===== src/rtl/cdb_arbiter.sv =====
`default_nettype none
// ============================================================================
// Module      : cdb_arbiter
// Description : Round-robin arbiter sharing the common data bus among N_REQ
//               functional-unit result streams. The winner's payload is
//               registered into a one-entry output slot and offered to the
//               CDB consumers under a valid/ready handshake. A mispredict
//               flushes the slot and blocks all grants in the same cycle.
// Revision    : 1.0 - initial release
// ----------------------------------------------------------------------------
// Parameters
//   N_REQ      number of requesters (>= 2, any value)
//   T          payload type
//   IDX_W      source index width, derived from N_REQ
// Ports
//   clk        rising-edge clock
//   reset      asynchronous reset, active-low
//   mispredict flush request, sampled synchronously
//   req_valid  per-requester valid
//   req_data   per-requester payload
//   req_ready  per-requester grant (one-hot or zero)
//   cdb_ready  CDB consumer accepts this cycle
//   cdb_valid  output slot holds a valid result
//   cdb_data   slot payload (zero while cdb_valid is low)
//   cdb_src    producing requester index (zero while cdb_valid is low)
// ============================================================================
module cdb_arbiter #(
    parameter int  N_REQ = 4,
    parameter type T     = logic [31:0],
    localparam int IDX_W = $clog2(N_REQ)
) (
    input  logic             clk,
    input  logic             reset,
    input  logic             mispredict,
    input  logic [N_REQ-1:0] req_valid,
    input  T                 req_data [N_REQ],
    output logic [N_REQ-1:0] req_ready,
    input  logic             cdb_ready,
    output logic             cdb_valid,
    output T                 cdb_data,
    output logic [IDX_W-1:0] cdb_src
);

    localparam logic [IDX_W-1:0] LAST_IDX = IDX_W'(N_REQ - 1);

    logic             slot_full;
    T                 slot_data;
    logic [IDX_W-1:0] slot_src;
    logic [IDX_W-1:0] rr_ptr;

    logic             can_load;
    logic             found;
    logic [IDX_W-1:0] winner;

    // Reset is folded in so that no grant is advertised while held in reset,
    // even though the slot already reads as empty.
    assign can_load = reset && !mispredict && (!slot_full || cdb_ready);

    // Rotating priority scan starting at rr_ptr. The index wrap is an explicit
    // subtract so non-power-of-two N_REQ never visits a nonexistent requester.
    always_comb begin
        int idx;
        found  = 1'b0;
        winner = '0;
        for (int k = 0; k < N_REQ; k++) begin
            idx = int'(rr_ptr) + k;
            if (idx >= N_REQ) begin
                idx = idx - N_REQ;
            end
            if (!found && req_valid[idx]) begin
                found  = 1'b1;
                winner = IDX_W'(idx);
            end
        end
    end

    always_comb begin
        req_ready = '0;
        if (found && can_load) begin
            req_ready[winner] = 1'b1;
        end
    end

    always_ff @(posedge clk or negedge reset) begin
        if (!reset) begin
            slot_full <= 1'b0;
            slot_data <= '0;
            slot_src  <= '0;
            rr_ptr    <= '0;
        end else if (mispredict) begin
            // Flush the slot; priority pointer is preserved.
            slot_full <= 1'b0;
            slot_data <= '0;
            slot_src  <= '0;
        end else if (can_load && found) begin
            slot_full <= 1'b1;
            slot_data <= req_data[winner];
            slot_src  <= winner;
            rr_ptr    <= (winner == LAST_IDX) ? '0 : winner + IDX_W'(1);
        end else if (cdb_ready) begin
            // Drain with nothing to reload.
            slot_full <= 1'b0;
        end
    end

    assign cdb_valid = slot_full && !mispredict;
    assign cdb_data  = cdb_valid ? slot_data : '0;
    assign cdb_src   = cdb_valid ? slot_src  : '0;

endmodule
`default_nettype wire


===== config.mk =====
export PLATFORM = sky130hd
export DESIGN_NAME = cdb_arbiter
export DESIGN_NICKNAME = d
export VERILOG_FILES = /design/src/rtl/cdb_arbiter.sv
export SDC_FILE = /design/constraint.sdc
export NUM_CORES = 1
export LEC_CHECK = 0
export ABC_AREA = 1
export CORE_MARGIN = 1
export CORE_UTILIZATION = 30
export DETAILED_ROUTE_END_ITERATION = 8
export PLACE_DENSITY = 0.66
export SKIP_CTS_REPAIR_TIMING = 1
export SLEW_MARGIN = 0
export SYNTH_ARGS = -nofsm -noshare
export SYNTH_HDL_FRONTEND = slang
export SYNTH_SLANG_ARGS = --single-unit

===== constraint.sdc =====
create_clock -name clk -period 4.55 [get_ports clk]
set_input_delay 0.91 -clock clk [delete_from_list [all_inputs] [get_ports clk]]
set_output_delay 0.91 -clock clk [all_outputs]
set_load 0.02 [all_outputs]

==> flow_summary.json <==
{
  "netlist.area_leader.share_pct": 28.6,
  "crit_family": "buffers and inverters",
  "crit_type": "input pin to output port",
  "drc": 0,
  "r2r-end": "slot_data[10]",
  "die-area_mm2": 0.0112,
  "min-delay-path-class": "flop to flop",
  "crit_slowest_cell": "clkdlybuf4s50_1",
  "rr_worst_depth": 13,
  "yosysMostFrequentCell": "nand2_1",
  "drt-initial-drc-count": 212,
  "nets": 819,
  "port_buffers": 174,
  "drv_cap": 0,
  "ir_worst_vdd_v": 0.000541,
  "slew_violations": 0,
  "firstDrtPassIters": 4,
  "synthCells": 530,
  "startpoint": "req_valid[3]",
  "period_needed_ns": 4.01,
  "synth.largest_area_cell": "dfrtp_1",
  "seq_area_um2": 926,
  "slew_headroom_pct": 56.4,
  "cp_max_fo": 4,
  "critPathLaunchType": "input pin",
  "numPlacedInstances": 808,
  "syn-cell-area_mm2": 0.00324,
  "max_stage_delay_ns": 0.61,
  "syn_nets": 670,
  "hpwlAfterDp_um": 7780,
  "grt_overflow_total": 0,
  "path_cells": "clkdlybuf4s50_1 > inv_1 > nand2_1 > nand3_1 > nand2_1 > nor2_4 > nand3_1 > nand3_1 > nand2_2 > inv_2 > ha_1 > inv_1 > nor2_1 > clkdlybuf4s50_1",
  "worstSetupPathDepth": 14,
  "root_buffer": "clkbuf_8",
  "pin_count": 175,
  "clk_pin_slew_ns": 0.07,
  "drive_above_1_share_pct": 5.15,
  "p_leak_nw": 2.33,
  "rsz0062_at_grt": "no",
  "endpoint": "req_ready[2]",
  "antenna_found_initial": 0,
  "ys_warn_count": 0,
  "drtAntennaViolNets": 0,
  "die_height_um": 106,
  "critical_path.most_common_cell": "nand3_1",
  "ctsLongestPathBuffers": 2,
  "final.setup_skew_ns": 0.00156,
  "finalWirelength_um": 11000,
  "synthTopCellsByCount": "170 x nand2_1, 103 x nand3_1, 65 x nand4_1",
  "hold_viol": 0,
  "grtUsageTotal_pct": 19.5,
  "cts_sinks": 37,
  "end_kind": "output port",
  "ys_types": 19,
  "worstMarginPinSlew_ns": 0.653,
  "pre_cts_ws_ns": 0.551,
  "fin_crit_sh_pct": 88.2,
  "areaGrowthSynthToFinish_pct": 58.2,
  "arrival_ns": 3.10,
  "reg2reg_slack_ns": 2.16,
  "r2r-start": "rr_ptr[0]",
  "synthTopCellsByArea": "dfrtp_1 29%, nand2_1 20%, nand3_1 16%, nand4_1 13%, inv_1 5.7%",
  "whs_path_depth": 2,
  "cp.buffers_inverters": 5,
  "fin_tns_setup_ns": 0,
  "multi_input_area_mm2": 0.00186,
  "maxClockFrequency_mhz": 249,
  "num_vias": 4117,
  "final_cells": 816,
  "die_x_um": 106,
  "grt_pass1_wl_um": 18200,
  "grt_max_degree": 65,
  "async_flop_share_pct": 100,
  "synth_ff_type": "dfrtp_1",
  "h-tree-depth": 2,
  "tritoncts": "yes",
  "syn_avg_cell_area_um2": 6.10,
  "p_per_area_mw_per_mm2": 629,
  "whs_ns": 0.481,
  "clk_latency_ns": 0.28,
  "cts_buffers": 5,
  "yosysSeqAreaShare_pct": 28.6,
  "setup_slack_ns": 0.536,
  "grt_pass1_vias": 3987,
  "core-area_mm2": 0.0104,
  "wl_per_cell_um": 13.4,
  "fp-row-count": 37,
  "setup_viol": 0,
  "place_congestion": 0.795,
  "required_ns": 3.64,
  "diodes": 0,
  "synth_edf_count": 0,
  "nFillCells": 1092,
  "status": "completed",
  "synth_seq_cells": 37,
  "start_util_pct": 31.2,
  "via_per_inst": 5.05
}
[state kept, by name, indices dropped and copies added, names as in the netlist]
name       cells
rr_ptr         2
slot_data     32
slot_full      1
slot_src       2
[cell usage in the layout, fill, tap and decap left out, types with 3 or more instances in the layout]
cell,n
nand2_1,169
inv_1,49
clkdlybuf4s50_1,173
nand4_1,65
nand2_2,5
nand3_1,102
nand3_2,3
buf_4,12
nor2_1,38
ha_1,4
inv_2,4
clkbuf_8,5
dfrtp_1,37
o21ai_0,5
[how the worst min path moves through the flow]
stage,startpoint,to,slack (ns)
2_1_floorplan,slot_data[0],slot_data[0],0.45
3_3_place_gp,slot_data[27],slot_data[27],0.46
3_5_place_dp,slot_data[27],slot_data[27],0.47
4_1_cts,slot_data[27],slot_data[27],0.49
5_1_grt,slot_data[27],slot_data[27],0.50
6_report,slot_data[3],slot_data[3],0.48
[power by group]
group          total, mW  internal, mW  switching [mW]
registers          0.498         0.432          0.0653
clock network      0.332         0.218           0.114
logic               2.39         0.813            1.58
[logic make-up (layout without fill, tap and decap cells)]
logic type	after synthesis	after routing	share of synthesized area [%]
AOI/OAI and AO/OA	8	8	1.28
and+or+nand+nor	383	383	54.4
adders and majority gates	4	4	1.55
DFF	37	37	28.6
buffers and inverters	98	248	14.2
[routing by layer]
layer  vias to the layer above  track usage [%]  part of all wire [%]
met5                         -                0                     0
met4                         0             2.58                  0.50
met3                         7             3.77                   6.8
met2                       151             36.4                    50
met1                      1916             23.5                    43
li1                       2043                -                     -
[layout make-up]
type	count	share of cell area, %
Clock buffer	5	1.34
Clock inverter	3	1.27
Inverter	54	4.01
Multi-Input combinational cell	395	36.3
Sequential cell	37	18.1
Tap cell	136	3.32
Timing Repair Buffer	186	35.7
[tightest hold or removal path, stage by stage, from the launching register on]
cell and delay [ns]:
dfrtp_1 0.35, nand2_1 0.05, nand2_1 0.05
[metrics by stage]
step	utilization, %	power [mW]	cell area (um^2)
floorplan	-	2.41	3240
global placement	48.1	2.84	4990
detailed placement	48.1	2.89	4990
CTS	49.4	3.23	5120
global route	49.4	3.59	5120
finish	49.4	3.22	5120
No activity file was read; power rests on OpenSTA's default activity.
